File: config.mk
export PLATFORM = sky130hd
export DESIGN_NAME = unidad_control
export DESIGN_NICKNAME = d
export VERILOG_FILES = /design/src/rtl/unidad_control.sv
export SDC_FILE = /design/constraint.sdc
export NUM_CORES = 1
export LEC_CHECK = 0
export CAP_MARGIN = 20
export CELL_PAD_IN_SITES_DETAIL_PLACEMENT = 2
export CELL_PAD_IN_SITES_GLOBAL_PLACEMENT = 2
export CORE_MARGIN = 2
export CORE_UTILIZATION = 28
export DETAILED_ROUTE_END_ITERATION = 8
export PLACE_DENSITY = 0.77
export SLEW_MARGIN = 30
export SYNTH_ARGS = -nofsm -noshare
export SYNTH_HDL_FRONTEND = slang
export SYNTH_SLANG_ARGS = --single-unit
File: constraint.sdc
create_clock -name clk -period 1.65 [get_ports clk]
set_input_delay 0.495 -clock clk [delete_from_list [all_inputs] [get_ports clk]]
set_output_delay 0.495 -clock clk [all_outputs]
set_load 0.01 [all_outputs]
File: src/rtl/unidad_control.sv
// Instruction sequencer for unidad_procesadora: decodes 16-bit instructions into datapath
// control words, runs the LOAD/STORE memory handshake and implements a conditional skip.
module unidad_control #(
   parameter int unsigned TIMEOUT = 8,
   parameter int unsigned CNT_W   = 4
) (
   input  logic        clk,
   input  logic        rst_n,
   input  logic [15:0] instr,
   input  logic        instr_valid,
   output logic        instr_ready,
   output logic [15:0] ctrl_word,
   input  logic [3:0]  stateBits,
   output logic        mem_req,
   output logic        mem_we,
   input  logic        mem_ack,
   output logic        err,
   output logic        busy
);

   typedef enum logic [1:0] {StRun, StMemWait, StWb} state_e;

   localparam logic [3:0] OpAluRr = 4'h1;
   localparam logic [3:0] OpAluRk = 4'h2;
   localparam logic [3:0] OpShift = 4'h3;
   localparam logic [3:0] OpLoad  = 4'h4;
   localparam logic [3:0] OpStore = 4'h5;
   localparam logic [3:0] OpSkip  = 4'h6;

   state_e             state_q, state_d;
   logic [15:0]        ctrl_q, ctrl_d;
   logic               mem_req_q, mem_req_d;
   logic               mem_we_q, mem_we_d;
   logic               err_q, err_d;
   logic [CNT_W-1:0]   cnt_q, cnt_d;
   logic               skip_pend_q, skip_pend_d;
   logic               skip_arm_q, skip_arm_d;
   logic [1:0]         skip_bit_q, skip_bit_d;
   logic               skip_byp_q, skip_byp_d;
   logic               alu_pres_q, alu_pres_d;
   logic               alu_d1_q, alu_d1_d;
   logic [3:0]         flag_hold_q, flag_hold_d;
   logic               started_q;

   logic [3:0] op, fn;
   logic [1:0] fa, fb, fd;
   logic       fire, skip_flag, pending;
   logic       unused_rsv;

   assign op = instr[15:12];
   assign fd = instr[11:10];
   assign fa = instr[9:8];
   assign fb = instr[7:6];
   assign fn = instr[5:2];
   assign unused_rsv = ^instr[1:0];

   assign instr_ready = started_q && (state_q == StRun);
   assign busy        = (state_q != StRun);
   assign ctrl_word   = ctrl_q;
   assign mem_req     = mem_req_q;
   assign mem_we      = mem_we_q;
   assign err         = err_q;
   assign fire        = instr_valid && instr_ready;

   // A SKIP is resolved the cycle after it is taken, when the flags of a directly preceding
   // ALU op are visible on stateBits; older results come from flag_hold.
   assign skip_flag = skip_byp_q ? stateBits[skip_bit_q] : flag_hold_q[skip_bit_q];
   assign pending   = skip_pend_q || (skip_arm_q && skip_flag);

   always_ff @(posedge clk or negedge rst_n) begin
      if (!rst_n) begin
         state_q     <= StRun;
         ctrl_q      <= 16'h0000;
         mem_req_q   <= 1'b0;
         mem_we_q    <= 1'b0;
         err_q       <= 1'b0;
         cnt_q       <= '0;
         skip_pend_q <= 1'b0;
         skip_arm_q  <= 1'b0;
         skip_bit_q  <= 2'b00;
         skip_byp_q  <= 1'b0;
         alu_pres_q  <= 1'b0;
         alu_d1_q    <= 1'b0;
         flag_hold_q <= 4'h0;
         started_q   <= 1'b0;
      end else begin
         state_q     <= state_d;
         ctrl_q      <= ctrl_d;
         mem_req_q   <= mem_req_d;
         mem_we_q    <= mem_we_d;
         err_q       <= err_d;
         cnt_q       <= cnt_d;
         skip_pend_q <= skip_pend_d;
         skip_arm_q  <= skip_arm_d;
         skip_bit_q  <= skip_bit_d;
         skip_byp_q  <= skip_byp_d;
         alu_pres_q  <= alu_pres_d;
         alu_d1_q    <= alu_d1_d;
         flag_hold_q <= flag_hold_d;
         started_q   <= 1'b1;
      end
   end

   always_comb begin
      state_d     = state_q;
      ctrl_d      = ctrl_q;
      mem_req_d   = mem_req_q;
      mem_we_d    = mem_we_q;
      err_d       = err_q;
      cnt_d       = cnt_q;
      skip_pend_d = pending;
      skip_arm_d  = 1'b0;
      skip_bit_d  = skip_bit_q;
      skip_byp_d  = skip_byp_q;
      alu_pres_d  = 1'b0;
      alu_d1_d    = alu_pres_q;
      flag_hold_d = alu_d1_q ? stateBits : flag_hold_q;

      unique case (state_q)
         StRun: begin
            ctrl_d = 16'h0000;
            if (fire) begin
               if (pending) begin
                  skip_pend_d = 1'b0;
               end else begin
                  case (op)
                     OpAluRr: begin
                        ctrl_d     = {fa, fb, fd, 1'b1, 1'b1, fn, 2'b00, 1'b0, 1'b0};
                        alu_pres_d = 1'b1;
                     end
                     OpAluRk: begin
                        ctrl_d     = {fa, fb, fd, 1'b1, 1'b0, fn, 2'b00, 1'b0, 1'b0};
                        alu_pres_d = 1'b1;
                     end
                     OpShift: begin
                        ctrl_d = {fa, fb, fd, 1'b1, 1'b1, 4'h0, fn[1:0], 1'b1, 1'b0};
                     end
                     OpLoad: begin
                        ctrl_d    = {fa, 2'b00, fd, 1'b0, 1'b0, 4'h0, 2'b00, 1'b0, 1'b1};
                        mem_req_d = 1'b1;
                        mem_we_d  = 1'b0;
                        cnt_d     = '0;
                        state_d   = StMemWait;
                     end
                     OpStore: begin
                        ctrl_d    = {fa, fb, 2'b00, 1'b0, 1'b1, 4'h0, 2'b00, 1'b0, 1'b0};
                        mem_req_d = 1'b1;
                        mem_we_d  = 1'b1;
                        cnt_d     = '0;
                        state_d   = StMemWait;
                     end
                     OpSkip: begin
                        skip_arm_d = 1'b1;
                        skip_bit_d = fn[1:0];
                        skip_byp_d = alu_pres_q;
                     end
                     default: ;
                  endcase
               end
            end
         end
         StMemWait: begin
            if (mem_ack) begin
               mem_req_d = 1'b0;
               mem_we_d  = 1'b0;
               if (mem_we_q) begin
                  ctrl_d  = 16'h0000;
                  state_d = StRun;
               end else begin
                  // Write-back cycle: same fields, register write enabled.
                  ctrl_d  = ctrl_q | 16'h0200;
                  state_d = StWb;
               end
            end else if (cnt_q == CNT_W'(TIMEOUT - 1)) begin
               mem_req_d = 1'b0;
               mem_we_d  = 1'b0;
               err_d     = 1'b1;
               ctrl_d    = 16'h0000;
               state_d   = StRun;
            end else begin
               cnt_d = cnt_q + 1'b1;
            end
         end
         StWb: begin
            ctrl_d  = 16'h0000;
            state_d = StRun;
         end
         default: begin
            ctrl_d  = 16'h0000;
            state_d = StRun;
         end
      endcase
   end

endmodule

Word level (Yosys, flattened, before mapping)
Index checks and enable logic that the tools add are counted.
{ "word_totals": {"out_inout_bits": 21, "latch_bits": 0, "mem_bits_rw": 0, "wordCells": 96, "inputBits": 24, "mem_count": 0, "register_bits": 37, "rom_bits": 0} }
{ "classes": {"addsub": 1, "multipliers": 0, "n_div": 0, "reduce_logical": 16, "muxes": 45, "eq_ne": 16, "n_shift": 0, "n_lt_le_gt_ge": 1, "bitwise": 2} }
{ "op_table": {"columns": ["op", "count"], "rows": [
  ["$mux 16", 5],
  ["$pmux 16 s5", 1],
  ["$pmux 16 s2", 1],
  ["$mux 1", 20],
  ["$mux 4", 5],
  ["$eq 4x3->1 const B", 4],
  ["$mux 2", 6],
  ["$ne 2x2->1 const B", 5],
  ["$reduce_and 5->1", 2],
  ["$eq 4x2->1 const B", 2],
  ["$pmux 4 s2", 1],
  ["$reduce_and 4->1", 2],
  ["$ne 3x3->1 const B", 2],
  ["$pmux 1 s2", 3],
  ["$reduce_and 6->1", 1],
  ["$add 4x1->4 const B", 1],
  ["$bmux 1 s2", 2],
  ["$eq 4x1->1 const B", 1],
  ["$pmux 2 s2", 1],
  ["$reduce_bool 2->1", 2],
  ["$reduce_or 2->1", 2],
  ["$logic_and 1x1->1", 3],
  ["$lt 2x3->1 const B", 1],
  ["$ne 3x1->1 const B", 1],
  ["6 further kinds", 7]
]} }

Longest topological paths before layout
Gate-level depths: netlist (run 1).
{ "depth": {"ltp_word": 8, "depth_mapped": 6} }

Worst setup path after synthesis (run 1)
No wires, ideal clock.
{ "synth_timing": {"kind": "input to register", "from": "input port instr[13]", "to": "register mem_we_q, in the netlist mem_we", "n_path_buf": 1, "arrival_ps": 1877, "path_stages": 5, "setup_slack_ps": -305, "cell_sequence": "clkbuf_1 or4b_1 o31a_1 nor4b_1 o2bb2ai_1"} }
{ "synth_via": {"elab_chain_cells": 5, "word_cells_on_any_way": 8, "cone_classes": "eq/ne: 3; mux: 4; reduce/logical: 1"} }
{ "synth_rtl": {"columns": ["item", "line_no", "source"], "rows": [
  ["start: declaration", "9", "input logic [15:0] instr,"],
  ["$eq 4x3->1", "126", "case (op)"],
  ["$pmux 1 s2", "126", null],
  ["$mux 1", "123", "if (pending) begin"],
  ["$mux 1", "122", "if (fire) begin"],
  ["$pmux 1 s2", "119", "unique case (state_q)"],
  ["end signal: assignment", "90", "mem_we_q <= mem_we_d;"],
  ["end: declaration", "33", "logic mem_we_q, mem_we_d;"]
]} }
Several ways; a longest one is shown, not always the timed one. The select of a mux whose other input is x is not followed.
A chain may end at the register's enable or synchronous reset.

Final worst setup path (run 1)
{ "layout_timing": {"from": "register skip_bit_q[0]", "to": "register ctrl_q[3], in the netlist ctrl_word[3]"} }
{ "layout_via": {"elab_chain_cells": 8, "word_cells_on_any_way": 10, "cone_classes": "mux: 8; reduce/logical: 2"} }
{ "layout_rtl": {"columns": ["item", "line_no", "source"], "rows": [
  ["start: declaration", "38", "logic [1:0] skip_bit_q, skip_bit_d;"],
  ["start signal: assignment", "95", "skip_bit_q <= skip_bit_d;"],
  ["$bmux 1 s2", "67", "assign skip_flag = skip_byp_q ? stateBits[skip_bit_q] : flag_hold_q[skip_bit_q];"],
  ["$mux 1 (implied by the code)", "67", null],
  ["$mux 1 *", "67", null],
  ["$logic_and 1x1->1 *", "68", "assign pending = skip_pend_q || (skip_arm_q && skip_flag);"],
  ["$logic_or 1x1->1 *", "68", null],
  ["$mux 16 *", "123", null],
  ["$mux 16 *", "122", null],
  ["$pmux 16 s2 *", "119", null],
  ["end signal: assignment", "88", "ctrl_q <= ctrl_d;"],
  ["end: declaration", "31", "logic [15:0] ctrl_q, ctrl_d;"]
]} }
Every way passes the cells marked *; elsewhere a longest branch is shown, timed or not. The select of a mux whose other input is x is not followed.

==> impl_metrics.csv, run 1 <==
group,metric,value,unit
outcome,outcome,"finished, violations left",
outcome,violations,"negative setup slack",
cts,cts_buffers,5,
setup_path,start_kind,"flop",
global_route,grt-ovfl-total,0,
power_and_ir_drop,cellPowerDensity,1240,nW/um2
floorplan,floorplan.rows,29,
global_route,grt_pass1_vias,1864,
setup_path,cp_max_fo,5,
setup_path,worstReg2RegStart,"skip_bit_q[0]$_DFFE_PN0P_",
sta,worst_clock_skew,11.5,ps
setup_path,crit_start,"skip_bit_q[0]$_DFFE_PN0P_",
sta,hold_viol,0,
sta,period_minus_slack,1890,ps
cells_and_area,drive_gt1_share,38.6,%
routing,vias_per_cell,5.26,
sta,final-max-slew-violation-count,0,
setup_path,crit_type,"reg -> reg",
flow_run,drv_cap,0,
setup_path,critical_path_arrival,2110,ps
logic_synthesis,ys.flop_type,"dfrtp_1",
cells_and_area,final_cell_mix,"dfrtp_1, buf_4, dlygate4sd2_1",
global_route,antenna_found_initial,0,
global_route,grt_pass1_wl,10.5,mm
cells_and_area,mostFrequentLayoutCell,"dfrtp_1",
cts,cts_max_path_buffers,2,
floorplan,start_util,28.6,%
logic_synthesis,synth_nets,185,
logic_synthesis,syn_avg_cell_area,11.2,um2
cells_and_area,fin_util,45.0,%
cells_and_area,finalNonFillerCells,318,
place,dp_hpwl,4.58,mm
floorplan,die-area,7080,um2
cts,cts_max_level,2,
sta,rsz0062_at_grt,"yes",
setup_path,end_kind,"flop",
cts,clock_sinks,37,
cells_and_area,n_fill_cell,656,
sta,setup_viol,25,
cts,postCtsHoldBufs,0,
power_and_ir_drop,leakagePower,1.36,nW
cells_and_area,area_growth,57.1,%
cts,root_buffer,"clkbuf_8",
floorplan,core_area,6280,um2
routing,drtIter0Drc,77,
setup_path,required,1870,ps
worst_hold_path,min-delay-start,"alu_d1_d$_DFF_PN0_",
place,gp_congestion,0.745,
floorplan,die_w,84.1,um
logic_synthesis,syn_area,1800,um2
cts,tritoncts,"yes",
logic_synthesis,synth_edf_count,0,
sta,max_freq,0.530,GHz
place,dp.cells,304,
worst_hold_path,hold_path_class,"reg -> reg",
logic_synthesis,ys_ff_latch,37,
routing,drt_wl_total,6.84,mm
sta,fin_tns_setup,-2790,ps
cells_and_area,nets,265,
logic_synthesis,synth_warnings,0,
floorplan,die_h,84.1,um
floorplan,num_io_pins,45,
sta,fin_ws,-236,ps
routing,num_vias,1673,
logic_synthesis,yosys.area.top_type_share,51.5,%
cts,clk_latency,290,ps
routing,ant_nets,0,
power_and_ir_drop,ir_drop,0.593,mV
global_route,grt_max_degree,38,
logic_synthesis,synth_area_leaders,"dfrtp_1, mux2_2, a22o_1",
logic_synthesis,seq_area_frac_synth,51.5,%
logic_synthesis,syn-instance-count,160,
global_route,gr-usage-all-layers,19.2,%
cells_and_area,num_antenna_cells,0,
sta,min_period_over_period,114,%
cts,clkTransAtPathRegs,70,ps
logic_synthesis,yosysTopAreaCell,"dfrtp_1",
logic_synthesis,async_flop_share,100,%
routing,drc,0,
routing,dr.pass1.iters,4,
routing,wire_per_inst,21.5,um
logic_synthesis,ys_types,47,
place,port-buffer-count,42,
==> worst max-delay path: stages (launching register included) <==
cell	delay, ps
dfrtp_2	470
mux2_4	340
o221a_4	310
a2111oi_4	340
buf_4	200
a22o_1	170
==> what timing repair did <==
item | in CTS | in global routing
setup buffers | 5 | 1
endpoints found under the setup margin | 50 | 31
hold endpoints to repair | 0 | 0
pin swaps | 20 | 13
resized for setup | 63 | 15
gates cloned | 0 | 0
==> final timing paths <==
check                                                 end  slack, ps  depth (start not counted)
worst max-delay path             ctrl_word[3]$_DFFE_PN0P_       -240                          5
worst min-delay path                   alu_d1_q$_DFF_PN0_        390                          0
worst min register to register         alu_d1_q$_DFF_PN0_        390                          0
min in group asynchronous       ctrl_word[13]$_DFFE_PN0P_        570                          2
max in group asynchronous       skip_bit_q[0]$_DFFE_PN0P_        880                          2
worst max register to register   ctrl_word[3]$_DFFE_PN0P_       -240                          5
==> through the flow <==
step | instance area, um2 | worst slack [ps] | hold WS [ps] | total power, W
3_5_place_dp | 2570 | -663 | 375 | 0.00260
4_1_cts | 2770 | -201 | 390 | 0.00338
6_report | 2820 | -236 | 385 | 0.00351
2_1_floorplan | 1850 | -210 | 199 | 0.00188
5_1_grt | 2820 | -286 | 405 | 0.00370
3_3_place_gp | 2570 | -590 | 358 | 0.00253
==> flip-flops by register name, summed over array words and instances (netlist names), 2 cells and up <==
signal and cells:
state_q 2, cnt_q 4, skip_bit_q 2, ctrl_word 16
flag_hold_q 4
==> synthesized netlist by cell type (all sizes together) (2+ instances only) <==
master    n
a32o      3
nand4     2
o31ai     3
o211ai    2
nor3      2
a21o      2
and2      3
and3      3
a22o      7
or3       2
a31oi     3
mux2i     2
clkbuf    5
nand2    13
nor2      9
or2       2
o21ai     8
o31a      2
a2111oi   2
a21oi     5
mux2     10
nand3     6
nand2b    2
dfrtp    37
inv       5
==> power breakdown <==
part | switching [W] | internal, W
Sequential | 0.000181 | 0.00108
Combinational | 0.000813 | 0.000821
Clock | 0.000321 | 0.000293
==> logic make-up (layout without fill, tap and decap cells) <==
family | count (synthesis) | count (layout) | share of synthesized area (%)
simple gates | 53 | 53 | 16.3
compound gates | 44 | 44 | 20.5
flops | 37 | 37 | 51.5
mux | 12 | 12 | 7.59
buf+inv | 11 | 92 | 2.71
fa+ha+maj | 1 | 1 | 0.696
other cells | 1 | 1 | 0.209
xor+xnor | 1 | 1 | 0.487
==> per-layer routing <==
metal / part of all wire, % / routed length, um / global-route usage (%) / vias up
met5: 0 / 0 / 0 / -
met4: 1.8 / 124 / 5.13 / 0
met3: 3.7 / 251 / 3.54 / 10
met2: 54 / 3700 / 35.1 / 48
met1: 40 / 2760 / 23.2 / 857
li1: - / - / - / 758
==> final cells by class <==
cell class / count / area [um2] / share of cell area [%]
clock buffers: 6 / 72.6 / 2.57
clock inverters: 2 / 10.0 / 0.354
inverters: 5 / 18.8 / 0.665
multi-input cells: 112 / 983 / 34.8
flip-flops and latches: 37 / 927 / 32.8
well taps: 77 / 96.3 / 3.41
repair buffers: 79 / 716 / 25.3
No activity file was read; power rests on OpenSTA's default activity.
==> inputs of run 2 (changes only) <==
Settings changed: SKIP_LAST_GASP set to 1.
==> impl_metrics.csv, run 2 (synthesized netlist as in run 1, its figures left out) <==
group,metric,value,unit
outcome,outcome,"finished, violations left",
outcome,violations,"negative setup slack",
place,port-buffer-count,42,
floorplan,die-area,7080,um2
place,gp_congestion,0.745,
setup_path,start_kind,"flop",
setup_path,crit_type,"reg -> reg",
sta,period_minus_slack,1880,ps
cts,clock_sinks,37,
floorplan,die_h,84.1,um
floorplan,die_w,84.1,um
global_route,grt_pass1_wl,10.5,mm
cts,root_buffer,"clkbuf_8",
cells_and_area,mostFrequentLayoutCell,"dfrtp_1",
place,dp_hpwl,4.58,mm
sta,timing.hold.ws,385,ps
worst_hold_path,hold_path_class,"reg -> reg",
cells_and_area,multi_input_comb_area,980,um2
cells_and_area,nets,265,
setup_path,cp_max_fo,5,
cts,cts_max_path_buffers,2,
setup_path,critical_path_arrival,2100,ps
cts,cts_buffers,5,
cells_and_area,n_fill_cell,678,
floorplan,num_io_pins,45,
power_and_ir_drop,cellPowerDensity,1220,nW/um2
setup_path,worstReg2RegStart,"skip_bit_q[0]$_DFFE_PN0P_",
cells_and_area,seq_area,927,um2
setup_path,required,1880,ps
worst_hold_path,min-delay-start,"alu_d1_d$_DFF_PN0_",
setup_path,rrSetupSlack,-230,ps
global_route,antenna_found_initial,1,
power_and_ir_drop,ir_drop,0.589,mV
cts,cts_max_level,2,
worst_hold_path,whs_path_depth,0,
sta,setup_viol,21,
flow_run,drv_cap,0,
floorplan,start_util,28.6,%
floorplan,floorplan.rows,29,
global_route,gr-usage-all-layers,19.1,%
floorplan,core_area,6280,um2
routing,wire_per_inst,20.2,um
sta,hold_viol,0,
cells_and_area,final_cell_mix,"dfrtp_1, buf_4, dlygate4sd2_1",
cts,tritoncts,"yes",
routing,drt_wl_total,6.45,mm
sta,rsz0062_at_grt,"yes",
routing,drtIter0Drc,62,
setup_path,r2r_cells,5,
sta,worst_clock_skew,5.01,ps
routing,drc,0,
cells_and_area,largest_reg_flops,16,
power_and_ir_drop,leakagePower,1.36,nW
cts,clk_latency,290,ps
sta,min_period_over_period,114,%
cells_and_area,drive_gt1_share,38.6,%
place,placed_area,2570,um2
routing,vias_per_cell,5.18,
sta,final-max-slew-violation-count,0,
power_and_ir_drop,p_total,0.00346,W
setup_path,end_kind,"flop",
worst_hold_path,hold-path-endpoint,"alu_d1_q$_DFF_PN0_",
global_route,grt-ovfl-total,0,
cells_and_area,final_cell_area,2820,um2
routing,ant_nets,0,
setup_path,r2r-end,"ctrl_word[3]$_DFFE_PN0P_",
global_route,grt_max_degree,38,
cells_and_area,finalNonFillerCells,319,
routing,dr.pass1.iters,4,
cts,clkTransAtPathRegs,70,ps
cts,postCtsHoldBufs,0,
sta,max_freq,0.533,GHz
routing,num_vias,1653,
global_route,grt_pass1_vias,1869,
sta,fin_ws,-227,ps
place,dp.cells,304,
cells_and_area,area_growth,57.0,%
-- run 2: what timing repair did --
action	CTS	global route
endpoints found under the hold margin	0	0
setup endpoints to repair	50	31
setup buffers	5	1
resized for setup	59	18
pin swaps	20	10
-- run 2: worst max-delay path by stage --
stage / from / end / slack, ps / depth (start not counted)
3_5_place_dp: instr[15] / mem_we$_DFFE_PN0P_ / -660 / 5
4_1_cts: skip_bit_q[0]$_DFFE_PN0P_ / ctrl_word[3]$_DFFE_PN0P_ / -200 / 5
3_3_place_gp: stateBits[0] / ctrl_word[7]$_DFFE_PN0P_ / -590 / 6
6_report: skip_bit_q[0]$_DFFE_PN0P_ / ctrl_word[3]$_DFFE_PN0P_ / -230 / 5
5_1_grt: skip_bit_q[0]$_DFFE_PN0P_ / ctrl_word[2]$_DFFE_PN0P_ / -290 / 5
2_1_floorplan: instr[13] / mem_we$_DFFE_PN0P_ / -210 / 5
-- run 2: final cells by class --
class | count | share of cell area (%)
repair buffers | 79 | 25.4
multi-input cells | 112 | 34.7
flip-flops and latches | 37 | 32.8
diodes | 1 | 0.0887
clock inverters | 2 | 0.355
clock buffers | 6 | 2.57
inverters | 5 | 0.665
well taps | 77 | 3.41
-- run 2: report_power, final --
part           internal (W)  switching (W)  total (W)
sequential          0.00108       0.000175    0.00126
clock              0.000292       0.000305   0.000597
combinational      0.000820       0.000782    0.00160
-- run 2: layer usage --
metal	vias to the layer above	GRT usage (%)	share of wire, %
li1	760	-	-
met1	857	22.5	42
met2	27	35.3	54
met3	9	3.74	3.1
met4	0	4.99	1.3
met5	-	0	0
-- run 2: worst max-delay path, cell delays in order, from the launching register on --
cell and delay, ps:
dfrtp_2 470, mux2_4 340, o221a_4 310, a2111oi_4 360
buf_4 200, a22o_1 130
-- run 2: stage by stage --
step	setup slack (ps)	setup TNS, ps	util [%]
after CTS	-201	-2500	43.9
after global routing	-295	-3990	44.9
after global placement	-590	-14220	41.0
after detailed placement	-663	-15350	41.0
final	-227	-2470	45.0
after floorplan	-210	-1530	-
